--- config.mk ---
export PLATFORM = sky130hd
export DESIGN_NAME = spi_master_multi_flat
export DESIGN_NICKNAME = d
export VERILOG_FILES = /design/src/rtl/spi_master_multi_pkg.sv /design/src/rtl/spi_master_multi_if.sv /design/src/rtl/spi_master_multi_sck_gen.sv /design/src/rtl/spi_master_multi.sv /design/src/flat_wrapper.sv
export SDC_FILE = /design/constraint.sdc
export NUM_CORES = 1
export LEC_CHECK = 0
export ABC_AREA = 1
export CAP_MARGIN = 0
export CORE_MARGIN = 2
export CORE_UTILIZATION = 45
export DETAILED_ROUTE_END_ITERATION = 8
export DONT_BUFFER_PORTS = 1
export HOLD_SLACK_MARGIN = 0.15
export PLACE_DENSITY = 0.56
export RECOVER_POWER = 50
export SYNTH_ARGS = -nofsm -noshare
export SYNTH_HDL_FRONTEND = slang
export SYNTH_SLANG_ARGS = --single-unit
--- constraint.sdc ---
create_clock -name clk -period 4 [get_ports clk]
set_input_delay 0.8 -clock clk [delete_from_list [all_inputs] [get_ports clk]]
set_output_delay 0.8 -clock clk [all_outputs]
set_load 0.02 [all_outputs]
--- src/rtl/spi_master_multi_pkg.sv ---
// spi_master_multi shared types and constants
// state encoding, SPI modes, cs_sel width helper
package spi_master_multi_pkg;

  typedef enum logic [2:0] {
    IDLE,
    GAP,
    SETUP,
    TRANSFER,
    HOLD
  } state_t;

  localparam logic [1:0] MODE0 = 2'b00;
  localparam logic [1:0] MODE1 = 2'b01;
  localparam logic [1:0] MODE2 = 2'b10;
  localparam logic [1:0] MODE3 = 2'b11;

  function automatic int cs_width(input int n);
    return (n > 1) ? $clog2(n) : 1;
  endfunction

endpackage

--- src/rtl/spi_master_multi_if.sv ---
// spi_master_multi host/SPI signal bundle
// master = the SPI controller, slave = its user
interface spi_master_multi_if #(
  parameter int DATA_W = 8,
  parameter int NUM_CS = 4,
  parameter int DIV_W  = 8
) ();

  localparam int CS_W = spi_master_multi_pkg::cs_width(NUM_CS);

  logic              start;
  logic [DATA_W-1:0] data_in;
  logic [CS_W-1:0]   cs_sel;
  logic              cpol;
  logic              cpha;
  logic [DIV_W-1:0]  clk_div;
  logic              keep_cs;
  logic [DATA_W-1:0] data_out;
  logic              new_data;
  logic              busy;
  logic              sck;
  logic              mosi;
  logic              miso;
  logic [NUM_CS-1:0] cs_n;

  modport master (
    input  start, data_in, cs_sel, cpol, cpha,
    input  clk_div, keep_cs, miso,
    output data_out, new_data, busy,
    output sck, mosi, cs_n
  );

  modport slave (
    output start, data_in, cs_sel, cpol, cpha,
    output clk_div, keep_cs, miso,
    input  data_out, new_data, busy,
    input  sck, mosi, cs_n
  );

endinterface

--- src/rtl/spi_master_multi_sck_gen.sv ---
// spi_sck_gen: half-period timer for the SPI master
// tick ends each half-period; lead marks leading sck edges
module spi_sck_gen #(
  parameter int DIV_W = 8
) (
  input  logic             clk,
  input  logic             rst,
  input  logic             en,
  input  logic             xfer,
  input  logic [DIV_W-1:0] div,
  output logic             tick,
  output logic             lead
);

  logic [DIV_W-1:0] cnt;
  logic             ph;

  assign tick = en && (cnt == div);
  assign lead = ~ph;

  // count 0..div then wrap, so div at all-ones never overflows
  always_ff @(posedge clk) begin
    if (rst || !en || tick) cnt <= '0;
    else                    cnt <= cnt + 1'b1;
  end

  // alternate leading/trailing across the ticks of one transfer
  always_ff @(posedge clk) begin
    if (rst || !xfer) ph <= 1'b0;
    else if (tick)    ph <= ~ph;
  end

endmodule

--- src/rtl/spi_master_multi.sv ---
// spi_master_multi: SPI master with runtime mode/divider
// owns FSM, shift registers and chip-select control
module spi_master_multi
  import spi_master_multi_pkg::*;
#(
  parameter int DATA_W = 8,
  parameter int NUM_CS = 4,
  parameter int DIV_W  = 8
) (
  input logic clk,
  input logic rst,
  spi_master_multi_if.master bus
);

  localparam int CS_W = cs_width(NUM_CS);
  localparam int HW   = $clog2(2 * DATA_W);
  localparam logic [HW-1:0] LAST_HP = HW'(2 * DATA_W - 1);

  state_t state, state_nx;

  logic [CS_W-1:0]   sel_q, cur_sel;
  logic [DIV_W-1:0]  div_q;
  logic              cpol_q, cpha_q, keep_q, cur_cpha;
  logic [DATA_W-1:0] tx_sh, rx_sh, dout_q, cur_data;
  logic [NUM_CS-1:0] cs_q;
  logic [HW-1:0]     hcnt;
  logic              sck_q, mosi_q, nd_q;
  logic              tick, lead, accept, enter_setup;
  logic              xfer_tick, last_hp, sample, shift, held;

  function automatic logic [NUM_CS-1:0] cs_decode(
    input logic [CS_W-1:0] s
  );
    logic [NUM_CS-1:0] v;
    for (int i = 0; i < NUM_CS; i++) v[i] = (32'(s) != i);
    return v;
  endfunction

  spi_sck_gen #(.DIV_W(DIV_W)) u_sck_gen (
    .clk  (clk),
    .rst  (rst),
    .en   (state != IDLE),
    .xfer (state == TRANSFER),
    .div  (div_q),
    .tick (tick),
    .lead (lead)
  );

  assign accept      = (state == IDLE) && bus.start;
  assign cur_data    = accept ? bus.data_in : tx_sh;
  assign cur_sel     = accept ? bus.cs_sel : sel_q;
  assign cur_cpha    = accept ? bus.cpha : cpha_q;
  assign enter_setup = (state_nx == SETUP) && (state != SETUP);
  assign xfer_tick   = (state == TRANSFER) && tick;
  assign last_hp     = (hcnt == LAST_HP);
  assign sample      = xfer_tick && (lead ^ cpha_q);
  assign shift       = xfer_tick &&
                       (cpha_q ? lead : (!lead && !last_hp));
  assign held        = ~&cs_q;

  // state register
  always_ff @(posedge clk) begin
    if (rst) state <= IDLE;
    else     state <= state_nx;
  end

  // next state; a different target drops the held select via GAP
  always_comb begin
    state_nx = state;
    unique case (state)
      IDLE: begin
        if (bus.start) begin
          if (held && (cs_q != cs_decode(bus.cs_sel)))
            state_nx = GAP;
          else
            state_nx = SETUP;
        end
      end
      GAP:      if (tick) state_nx = SETUP;
      SETUP:    if (tick) state_nx = TRANSFER;
      TRANSFER: if (tick && last_hp) state_nx = HOLD;
      HOLD:     if (tick) state_nx = IDLE;
      default:  state_nx = IDLE;
    endcase
  end

  // latched configuration, sck level and chip-selects
  always_ff @(posedge clk) begin
    if (rst) begin
      sel_q  <= '0;
      div_q  <= '0;
      cpol_q <= 1'b0;
      cpha_q <= 1'b0;
      keep_q <= 1'b0;
      sck_q  <= 1'b0;
      cs_q   <= '1;
      hcnt   <= '0;
    end else begin
      if (accept) begin
        sel_q  <= bus.cs_sel;
        div_q  <= bus.clk_div;
        cpol_q <= bus.cpol;
        cpha_q <= bus.cpha;
        keep_q <= bus.keep_cs;
      end
      if (accept)                sck_q <= bus.cpol;
      else if (xfer_tick)        sck_q <= ~sck_q;
      else if (state != TRANSFER) sck_q <= cpol_q;
      if (state_nx == GAP) cs_q <= '1;
      if (enter_setup)     cs_q <= cs_decode(cur_sel);
      if (state == HOLD && tick && !keep_q) cs_q <= '1;
      if (state != TRANSFER) hcnt <= '0;
      else if (tick)         hcnt <= hcnt + 1'b1;
    end
  end

  // tx/rx shift paths and the received-word pulse
  always_ff @(posedge clk) begin
    if (rst) begin
      tx_sh  <= '0;
      rx_sh  <= '0;
      dout_q <= '0;
      mosi_q <= 1'b0;
      nd_q   <= 1'b0;
    end else begin
      nd_q <= 1'b0;
      if (accept) tx_sh <= bus.data_in;
      if (enter_setup && !cur_cpha) begin
        mosi_q <= cur_data[DATA_W-1];
        tx_sh  <= cur_data << 1;
      end
      if (shift) begin
        mosi_q <= tx_sh[DATA_W-1];
        tx_sh  <= tx_sh << 1;
      end
      if (sample) rx_sh <= {rx_sh[DATA_W-2:0], bus.miso};
      if (state == HOLD && tick) begin
        dout_q <= rx_sh;
        nd_q   <= 1'b1;
      end
    end
  end

  assign bus.data_out = dout_q;
  assign bus.new_data = nd_q;
  assign bus.busy     = (state != IDLE);
  assign bus.sck      = sck_q;
  assign bus.mosi     = mosi_q;
  assign bus.cs_n     = cs_q;

endmodule

--- src/flat_wrapper.sv ---
// flat-port wrapper written by rule: the top's interface ports become plain ports
module spi_master_multi_flat import spi_master_multi_pkg::*;
#(
  parameter int DATA_W = 8,
  parameter int NUM_CS = 4,
  parameter int DIV_W  = 8
)
  (clk, rst, bus_start, bus_data_in, bus_cs_sel, bus_cpol, bus_cpha, bus_clk_div, bus_keep_cs, bus_miso, bus_data_out, bus_new_data, bus_busy, bus_sck, bus_mosi, bus_cs_n);
  spi_master_multi_if #(.DATA_W(DATA_W), .NUM_CS(NUM_CS), .DIV_W(DIV_W)) bus_i ();
  input logic clk;
  input logic rst;
  input wire logic [$bits(bus_i.start)-1:0] bus_start;
  input wire logic [$bits(bus_i.data_in)-1:0] bus_data_in;
  input wire logic [$bits(bus_i.cs_sel)-1:0] bus_cs_sel;
  input wire logic [$bits(bus_i.cpol)-1:0] bus_cpol;
  input wire logic [$bits(bus_i.cpha)-1:0] bus_cpha;
  input wire logic [$bits(bus_i.clk_div)-1:0] bus_clk_div;
  input wire logic [$bits(bus_i.keep_cs)-1:0] bus_keep_cs;
  input wire logic [$bits(bus_i.miso)-1:0] bus_miso;
  output wire logic [$bits(bus_i.data_out)-1:0] bus_data_out;
  output wire logic [$bits(bus_i.new_data)-1:0] bus_new_data;
  output wire logic [$bits(bus_i.busy)-1:0] bus_busy;
  output wire logic [$bits(bus_i.sck)-1:0] bus_sck;
  output wire logic [$bits(bus_i.mosi)-1:0] bus_mosi;
  output wire logic [$bits(bus_i.cs_n)-1:0] bus_cs_n;
  assign bus_i.start = bus_start;
  assign bus_i.data_in = bus_data_in;
  assign bus_i.cs_sel = bus_cs_sel;
  assign bus_i.cpol = bus_cpol;
  assign bus_i.cpha = bus_cpha;
  assign bus_i.clk_div = bus_clk_div;
  assign bus_i.keep_cs = bus_keep_cs;
  assign bus_i.miso = bus_miso;
  assign bus_data_out = bus_i.data_out;
  assign bus_new_data = bus_i.new_data;
  assign bus_busy = bus_i.busy;
  assign bus_sck = bus_i.sck;
  assign bus_mosi = bus_i.mosi;
  assign bus_cs_n = bus_i.cs_n;
  spi_master_multi #(.DATA_W(DATA_W), .NUM_CS(NUM_CS), .DIV_W(DIV_W)) u_core (.clk(clk), .rst(rst), .bus(bus_i));
endmodule
# [Word-level counts from Yosys, hierarchy flattened]
# Index checks and enable logic that the tools add are counted.
# Widths: inputs -> output; s select.
[totals] reg_bits=60
[classes] add_sub_neg=2 n_reduce_logical=32 bitwise_logic=3 n_mux=21 n_eq_ne=17
[op_table] operator="$mux 8" count=3
[op_table] operator="$mux 3" count=5
[op_table] operator="$pmux 3 s5" count=1
[op_table] operator="$logic_and 1x1->1" count=12
[op_table] operator="$eq 3x2->1 const B" count=3
[op_table] operator="$add 8x1->8 const B" count=1
[op_table] operator="$eq 8x8->1" count=1
[op_table] operator="$mux 1" count=8
[op_table] operator="$mux 4" count=2
[op_table] operator="$ne 2x2->1 const B" count=4
[op_table] operator="$reduce_bool 2->1" count=4
[op_table] operator="$eq 3x1->1 const B" count=2
[op_table] operator="$logic_not 1->1" count=6
[op_table] operator="$ne 3x2->1 const B" count=2
[op_table] operator="$reduce_bool 3->1" count=2
[op_table] operator="$add 4x1->4 const B" count=1
[op_table] operator="$eq 4x4->1 const B" count=1
[op_table] operator="$mux 2" count=2
[op_table] operator="$ne 2x1->1 const B" count=2
[op_table] operator="$ne 4x4->1" count=1
[op_table] operator="$reduce_and 4->1" count=1
[op_table] operator="$reduce_or 2->1" count=2
[op_table] operator="$eq 3x3->1 const B" count=1
[op_table] operator="$logic_not 3->1" count=1
[op_table] operator="other kinds (4)" count=7

# [Longest topological paths before layout]
# Gate-level depths: netlist of the first run.
[depth] word_depth=11 mapped_depth=12 depth_no_buf=12

# [Modules after synthesis]
# From an unflattened synthesis of the first run, not the netlist that was laid out.
[unflattened] hier_cells=435 hier_area_um2=2915.3
[by_module_without_submodules] mod="spi_master_multi" area_per_inst_um2=2303.5 cells_each=334 instances=1
[by_module_without_submodules] mod="spi_sck_gen" area_per_inst_um2=611.8 cells_each=101 instances=1

# [Least setup slack after synthesis of the first run]
# Ideal clock, no wire load.
[synth_path] path_kind="input -> register" startpoint="input port bus_start" endpoint="register u_core.tx_sh[7]" t_arrival_ns=1.646 setup_time_ns=0.109 required_time_ns=3.891 setup_slack_ns=2.245 path_stages=10 path_cell_list="inv_1 -> nor2_4 -> inv_2 -> or2_2 -> o21ai_0 -> inv_1 -> nand2_1 -> nand3_1 -> nand2_1 -> inv_1"
[synth_via] elab_chain_len=7 word_cells_on_any_way=11 cone_classes="eq/ne: 1; mux: 6; reduce/logical: 4"
[synth_rtl] element="start: declaration" line_no="flat_wrapper.sv:12" text="input wire logic [$bits(bus_i.start)-1:0] bus_start;"
[synth_rtl] element="$mux 3" line_no="spi_master_multi.sv:72" text="if (bus.start) begin"
[synth_rtl] element="$pmux 3 s5" line_no="spi_master_multi.sv:70" text="unique case (state)"
[synth_rtl] element="$eq 3x2->1" line_no="spi_master_multi.sv:53" text="assign enter_setup = (state_nx == SETUP) && (state != SETUP);"
[synth_rtl] element="$logic_and 1x1->1" line_no="spi_master_multi.sv:53"
[synth_rtl] element="$logic_and 1x1->1" line_no="spi_master_multi.sv:128" text="if (enter_setup && !cur_cpha) begin"
[synth_rtl] element="$mux 8 (*)" line_no="spi_master_multi.sv:128"
[synth_rtl] element="$mux 8 (*)" line_no="spi_master_multi.sv:132" text="if (shift) begin"
[synth_rtl] element="end signal: assignment" line_no="spi_master_multi.sv:127" text="if (accept) tx_sh <= bus.data_in;"
[synth_rtl] element="end signal: assignment" line_no="spi_master_multi.sv:130" text="tx_sh <= cur_data << 1;"
[synth_rtl] element="end signal: assignment" line_no="spi_master_multi.sv:134" text="tx_sh <= tx_sh << 1;"
[synth_rtl] element="end: declaration" line_no="spi_master_multi.sv:24" text="logic [DATA_W-1:0] tx_sh, rx_sh, dout_q, cur_data;"
# Mark *: on every way between the ends. The rest lies on a longest branch, timed or not.
# A chain may end at the register's enable or synchronous reset.

# [Worst setup path in the final report of the first run]
[layout_path] startpoint="register u_core.state[0]" endpoint="register u_core.mosi_q (netlist: u_core.bus.mosi)"
[layout_via] elab_chain_len=9 word_cells_on_any_way=27 cone_classes="eq/ne: 6; mux: 10; reduce/logical: 11"
[layout_rtl] element="start: declaration" line_no="spi_master_multi.sv:19" text="state_t state, state_nx;"
[layout_rtl] element="start signal: assignment" line_no="spi_master_multi.sv:64" text="else state <= state_nx;"
[layout_rtl] element="$reduce_bool 3->1 (*)"
[layout_rtl] element="via bus_busy" line_no="flat_wrapper.sv:22" text="output wire logic [$bits(bus_i.busy)-1:0] bus_busy;"
[layout_rtl] element="$logic_and 1x1->1 (*)" line_no="spi_master_multi_sck_gen.sv:18" text="assign tick = en && (cnt == div);"
[layout_rtl] element="$logic_and 1x1->1" line_no="spi_master_multi.sv:81" text="TRANSFER: if (tick && last_hp) state_nx = HOLD;"
[layout_rtl] element="$mux 3" line_no="spi_master_multi.sv:81"
[layout_rtl] element="$pmux 3 s5" line_no="spi_master_multi.sv:70"
[layout_rtl] element="$eq 3x2->1" line_no="spi_master_multi.sv:53"
[layout_rtl] element="$logic_and 1x1->1" line_no="spi_master_multi.sv:53"
[layout_rtl] element="$logic_and 1x1->1" line_no="spi_master_multi.sv:128"
[layout_rtl] element="$reduce_bool 2->1 (no source line)"
[layout_rtl] element="end signal: assignment" line_no="spi_master_multi.sv:129" text="mosi_q <= cur_data[DATA_W-1];"
[layout_rtl] element="end signal: assignment" line_no="spi_master_multi.sv:133" text="mosi_q <= tx_sh[DATA_W-1];"
[layout_rtl] element="end: declaration" line_no="spi_master_multi.sv:27" text="logic sck_q, mosi_q, nd_q;"
# Mark *: on every way through the listed nets, which the timed path passes. The rest lies on a longest branch. The select of a mux whose other input is x is not followed.

==> impl_results.md, run 1 <==
- Worst-path clk slew: around 80 ps
- IO Port Bufs: 0
- # Post-CTS Setup Buffers: 0
- Worst Path Arrival: 2740 ps
- Num ports: around 40
- Hold_buf cts: 0
- Initial antenna violation count: 0
- H-tree Lvls: 3
- Worst hold start: u_core.rx_sh[7]
- Max cap viols: 0
- Slew headroom: roughly 50%
- Cell-internal power: 0.001267 W
- FF-to-FF Start: u_core.state[0]
- Die X: around 83 µm
- Unrepaired setup endpoints after global routing: no
- Worst setup margin: 1508 ps
- Worst Hold Class: flop to flop
- FF/Latch Area: between 1000 and 1500 µm²
- Crit-path max cell delay: around 430 ps
- CP endpoint kind: flop
- Antenna viol nets, final: 0
- Achievable frequency: between 400 and 500 MHz
- Global-route wire length before repair: approximately 10 mm
- Util after Layout: 51.02%
- Mapped Avg Cell Area: between 7 and 8 µm²
- Worst Tran Pin Value: approximately 750 ps
- Synth Net Count: 425
- Nets@finish: approximately 430
- RD Place Congestion: around 0.83
- Starting Density: between 40 and 50%
- Total GRT Usage: 18.27%
- Fin crit share: 62.31%
- CTS tree: yes
- Die area: roughly 7000 µm²
- DRT iter0 DRCs: between 70 and 80
- Clk_lat worst skew: ~340 ps
- Ys async rst share: 0%
- Flop pwr share: 38.5%
- Sw frac: 38.58%
- Total net switching power: between 0.0007 and 0.0008 W
- Final wirelength: around 6 mm
- Top post-synthesis cells by count: 86 x nand2_1, 60 x dfxtp_1, 47 x nor2_1
- Worst vdd ir: approximately 340 µV
- CP most frequent cell: nand2_1
- Pre-CTS setup slack: between 1500 and 2000 ps
- Clock share of power: between 20 and 30%
- Chip height: 83.38 µm
- Sequential fraction of the synthesis area: 42.37%
- CP max FO: 24
- Logic pwr share: 31.7%
- Pwr/cell area: 674.8 nW/µm²
- Synth top area share: between 40% and 50%
- Root buffer cell: clkbuf_8
- Area of the multi-input gates: 1336 µm²
- 1st-pass router iterations: 4
- Grt ovf: 0
- Via density: between 4 and 5
- Ant. Diodes: 0
- Fraction of layout instances using a drive strength above 1: around 8.9%
- Clk sinks: 60
- PostCTS Resize Cnt: 0
- Final Max Slew Viols: 0
- Synth area leaders: dfxtp_1 42%, nand2_1 11%, nor2_1 6.2%, o21ai_0 5.8%, inv_1 5.7%
- Clock Skew: 8.950 ps
- Vias in the first global route: about 2.2k
- # fillers: approximately 600
- Crit start category: flop
- Clk buf depth: 2
- Largest net degree at the start of global routing: 25
- Core ar.: ~6000 µm²
- Post-synth EDFFs: 0
- Reg2Reg Depth: 11
- Largest area contributor in the netlist: dfxtp_1
- Worst path slowest cell: o21ai_4
- Yosys Warn Count: 0
- Final setup vio count: 0
- Crit Path Class: flop to flop
- Post-DP HPWL: 4.147 mm
- CP required: roughly 4300 ps
- Top-count cell post-synth: nand2_1
- WL/cell: around 12 µm
- R2R setup slack: approximately 1500 ps
- CTS buffer count: 9
- Main synth FF type: dfxtp_1
- Layout area overhead: 7.811%
- Critical Path, Cell by Cell: nor2_4 -> nand2_1 -> nor2_4 -> buf_4 -> inv_1 -> o21ai_4 -> nand2_1 -> nand2_1 -> nand2_1 -> nand2_1 -> nor2_1
- Final instance area: 3057 µm²
- Unique masters post-synth: 35
- Row count: 28
- Hold depth: 2
- Outcome: complete, no violations
- Cell Area, Synth: roughly 2800 µm²
- Post-Place Cell Area: about 2900 µm²
- Syn Inst Count: 398
- Vias: around 2.3k
- Final min period: around 2500 ps
- DR DRC count: 0
- Final hold vios: 0
- R2R Path End: u_core.bus.mosi
- Fin Setup TNS: 0 ps
- FF+latch count, synth: 60
- Pleak: ~1.3 nW
- Hold path endpoint: u_core.rx_sh[7]
-- worst max-delay path: cells and delay by family, from the launching register on --
family,cells,cell delay [ps]
buffers and inverters,2,670
AOI/OAI and AO/OA,1,430
and+or+nand+nor,8,950
DFF,1,350
-- worst max path at each step --
stage / from / to
after floorplan: bus_start / u_core.tx_sh[7]
after global placement: bus_start / u_core.bus.mosi
after detailed placement: bus_start / u_core.bus.mosi
after CTS: u_core.u_sck_gen.cnt[5] / u_core.bus.cs_n[2]
after global routing: u_core.state[0] / u_core.bus.mosi
final: u_core.state[0] / u_core.bus.mosi
-- logic make-up after synthesis --
| family | synth area share [%] |
|---|---|
| fa+ha+maj | 0.8825 |
| simple gates | 28.64 |
| compound gates | 16.15 |
| buf+inv | 9.796 |
| flops | 42.37 |
| xor+xnor | 2.162 |
-- flip-flops by register name, indices dropped and copies added (netlist names) --
register and cells:
u_core.bus.data_out 8, u_core.div_q 8, u_core.rx_sh 8, u_core.tx_sh 8, u_core.u_sck_gen.cnt 8, u_core.bus.cs_n 4
u_core.hcnt 4, u_core.state 3, u_core.sel_q 2, u_core.bus.mosi 1, u_core.bus.new_data 1, u_core.bus.sck 1
u_core.cpha_q 1, u_core.cpol_q 1, u_core.keep_q 1, u_core.u_sck_gen.ph 1
-- area by class of cell --
class / count / share of cell area [%]
inverters: 50 / 6.140
repair buffers: 2 / 0.4912
clock inverters: 7 / 3.234
well taps: 75 / 3.070
multi-input cells: 275 / 43.72
flip-flops and latches: 60 / 39.30
clock buffers: 9 / 4.052
-- layer usage --
layer	global-route usage, %	vias to the layer above	wire [µm]
met1	23.43	999	2970
met3	6.064	11	244
met5	0	-	0
met2	27.71	41	2584
li1	-	1268	-
met4	8.495	0	123
-- metrics by stage --
step           instances  total power (W)  hold slack, ps
2_1_floorplan        398         0.001391           420.5
3_3_place_gp         462         0.001487           434.9
3_5_place_dp         462         0.001488           435.6
4_1_cts              478         0.002109           448.0
5_1_grt              478         0.002222           467.5
6_report             478         0.002063           446.3
-- placed cells by master (no fill, tap or decap), drive strengths merged --
master,instances
nand2,91
dfxtp,60
nor2,54
inv,50
o21ai,44
a21oi,29
nand3,26
clkbuf,9
a21boi,7
xnor2,6
nor3,5
or2,5
clkinvlp,4
ha,2
bufinv,2
buf,2
nand4,1
clkinv,1
o21a,1
nor3b,1
xor2,1
o21bai,1
a31oi,1
-- power by group through the flow --
stage / Sequential, W / Clock, W / Combinational [W]
after global placement: 0.000809 / 0 / 0.000678
final: 0.000794 / 0.000614 / 0.000654
after CTS: 0.000795 / 0.000629 / 0.000685
after global routing: 0.000808 / 0.000658 / 0.000756
after floorplan: 0.000789 / 0 / 0.000602
after detailed placement: 0.000808 / 0 / 0.000681
(Power assumes the default switching activity.)
==> run 2: changes to the inputs <==
==> constraint.sdc (replaced) <==
create_clock -name clk -period 2.41 [get_ports clk]
set_input_delay 0.482 -clock clk [delete_from_list [all_inputs] [get_ports clk]]
set_output_delay 0.482 -clock clk [all_outputs]
set_load 0.02 [all_outputs]
==> impl_results.md, run 2 (synthesis results as in run 1) <==
- Worst Path Arrival: 2330 ps (was 2740 ps)
- Die area: 6951 µm² (unchanged)
- Pleak: 1.289 nW (was 1.281 nW)
- RD Place Congestion: 0.7660 (was 0.8272)
- Initial antenna violation count: 0 (unchanged)
- CTS buffer count: 9 (unchanged)
- Area of the multi-input gates: 1334 µm² (was 1336 µm²)
- Clock Skew: 5.991 ps (was 8.950 ps)
- CP endpoint kind: flop (unchanged)
- Max cap viols: 0 (unchanged)
- Layout area overhead: 7.591% (was 7.811%)
- Fraction of layout instances using a drive strength above 1: 9.852% (was 8.933%)
- Chip height: 83.38 µm (unchanged)
- Outcome: complete, no violations (unchanged)
- Worst vdd ir: 544.0 µV (was 343.5 µV)
- Vias in the first global route: 2,216 (was 2,161)
- PostCTS Resize Cnt: 0 (unchanged)
- Sw frac: 39.67% (was 38.58%)
- 1st-pass router iterations: 4 (unchanged)
- Total net switching power: 0.001326 W (was 0.0007957 W)
- Most frequent cells in the layout: 88 x nand2_1, 60 x dfxtp_1, 50 x nor2_1 (was 88 x nand2_1, 60 x dfxtp_1, 49 x nor2_1)
- Core ar.: 5991 µm² (unchanged)
- Via density: 4.869 (was 4.851)
- Crit-path max cell delay: 350 ps (was 430 ps)
- Critical Path, Cell by Cell: nor2_4 -> nand2_1 -> nor2_4 -> inv_2 -> o21ai_4 -> nand2_1 -> nand2_1 -> nand2_1 -> nand2_1 -> nor2_1 (was nor2_4 -> nand2_1 -> nor2_4 -> buf_4 -> inv_1 -> o21ai_4 -> nand2_1 -> nand2_1 -> nand2_1 -> nand2_1 -> nor2_1)
- Num ports: 41 (unchanged)
- Flop pwr share: 39.3% (was 38.5%)
- CP most frequent cell: nand2_1 (unchanged)
- Grt ovf: 0 (unchanged)
- Achievable frequency: 478.1 MHz (was 401.3 MHz)
- Crit Path Class: flop to flop (unchanged)
- Clock share of power: 27.4% (was 29.8%)
- Starting Density: 47.33% (unchanged)
- # fillers: 612 (was 607)
- FF/Latch Area: 1201 µm² (unchanged)
- WL/cell: 12.20 µm (was 12.39 µm)
- IO Port Bufs: 0 (unchanged)
- Global-route wire length before repair: 10.29 mm (was 10.09 mm)
- Final min period: 2092 ps (was 2492 ps)
- Worst-path clk slew: 70 ps (was 80 ps)
- Row count: 28 (unchanged)
- # Post-CTS Setup Buffers: 0 (unchanged)
- Pwr/cell area: 1096 nW/µm² (was 674.8 nW/µm²)
- Largest net degree at the start of global routing: 28 (was 25)
- Worst Hold Class: primary input to flop (was flop to flop)
- H-tree Lvls: 3 (unchanged)
- Final setup vio count: 0 (unchanged)
- CP required: 2640 ps (was 4250 ps)
- Clk_lat worst skew: 330 ps (was 340 ps)
- Fin Setup TNS: 0 ps (unchanged)
- Total GRT Usage: 18.17% (was 18.27%)
- Worst Tran Pin Value: 670.8 ps (was 745.2 ps)
- Most common cell after layout, fill and taps aside: nand2_1 (unchanged)
- DR DRC count: 0 (unchanged)
- Final wirelength: 5.869 mm (was 5.922 mm)
- Root buffer cell: clkbuf_8 (unchanged)
- Clk buf depth: 2 (unchanged)
- CP max FO: 15 (was 24)
- Die X: 83.38 µm (unchanged)
- DRT iter0 DRCs: 93 (was 77)
- Cell-internal power: 0.002017 W (was 0.001267 W)
- CTS tree: yes (unchanged)
- Ant. Diodes: 0 (unchanged)
- Crit start category: flop (unchanged)
- Clk sinks: 60 (unchanged)
- Non-filler cells, final: 481 (was 478)
- Logic pwr share: 33.3% (was 31.7%)
- Vias: 2,342 (was 2,319)
- Final hold vios: 0 (unchanged)
- Fin crit share: 86.80% (was 62.31%)
- Hold_buf cts: 0 (unchanged)
- Post-placement cell count: 465 (was 462)
- Unrepaired setup endpoints after global routing: no (unchanged)
- Nets@finish: 428 (was 425)
- Post-DP HPWL: 4.087 mm (was 4.147 mm)
- Final Max Slew Viols: 0 (unchanged)
- Worst path slowest cell: dfxtp_1 (was o21ai_4)
- Slew headroom: 55.28% (was 50.27%)
- Antenna viol nets, final: 0 (unchanged)
[run 2: cell count changes in the layout (fill, tap and decap cells not counted), sizes merged]
cell      previous run  this run
clkinv               1         4
buf                  2         4
clkinvlp             4         2
bufinv               2         1
clkbuf               9        10
[run 2: final timing paths]
check             startpoint               to  slack [ps]  cells after the start
max          u_core.state[0]  u_core.bus.mosi         320                     10
min reg2reg  u_core.rx_sh[7]  u_core.rx_sh[7]         440                      2
min                      rst  u_core.state[1]         210                      1
max reg2reg  u_core.state[0]  u_core.bus.mosi         320                     10
[run 2: final cells by class]
cell class | count | share of cell area [%]
clock buffer | 9 | 4.061
clock inverter | 7 | 2.502
tap | 75 | 3.076
timing repair buffer | 5 | 1.107
sequential | 60 | 39.38
multi-input combinational | 275 | 43.72
inverter | 50 | 6.153
[run 2: routing by layer]
metal | wire (µm) | GRT usage, % | up-vias
li1 | - | - | 1280
met2 | 2496 | 27.35 | 42
met1 | 3036 | 24.22 | 1014
met4 | 54 | 7.601 | 0
met5 | 0 | 0 | -
met3 | 281 | 5.368 | 6
[run 2: power groups by stage]
stage / Clock (W) / Combinational, W / Sequential, W
2_1_floorplan: 0 / 0.00100 / 0.00131
3_3_place_gp: 0 / 0.00115 / 0.00134
3_5_place_dp: 0 / 0.00116 / 0.00133
4_1_cts: 0.000937 / 0.00117 / 0.00131
5_1_grt: 0.000983 / 0.00129 / 0.00134
6_report: 0.000915 / 0.00111 / 0.00131
[run 2: stage by stage]
step                      total power (W)  hold WS [ps]  setup slack (ps)  instance area (µm²)  util (%)
final                            0.003343         208.0             318.2                 3050     50.92
after global routing             0.003613         191.1             144.8                 3050     50.92
after CTS                        0.003421         194.6             454.4                 3077     51.36
after detailed placement         0.002494         434.6             473.6                 2877     48.02
after global placement           0.002490         432.5             543.0                 2877     48.02
after floorplan                  0.002309         420.5             893.1                 2835         -
[run 2: worst max-delay path, delay by kind of cell (launching register included)]
family          cells  cell delay [ps]
simple gates        8             1120
flops               1              350
compound gates      1              330
buf+inv             1              180
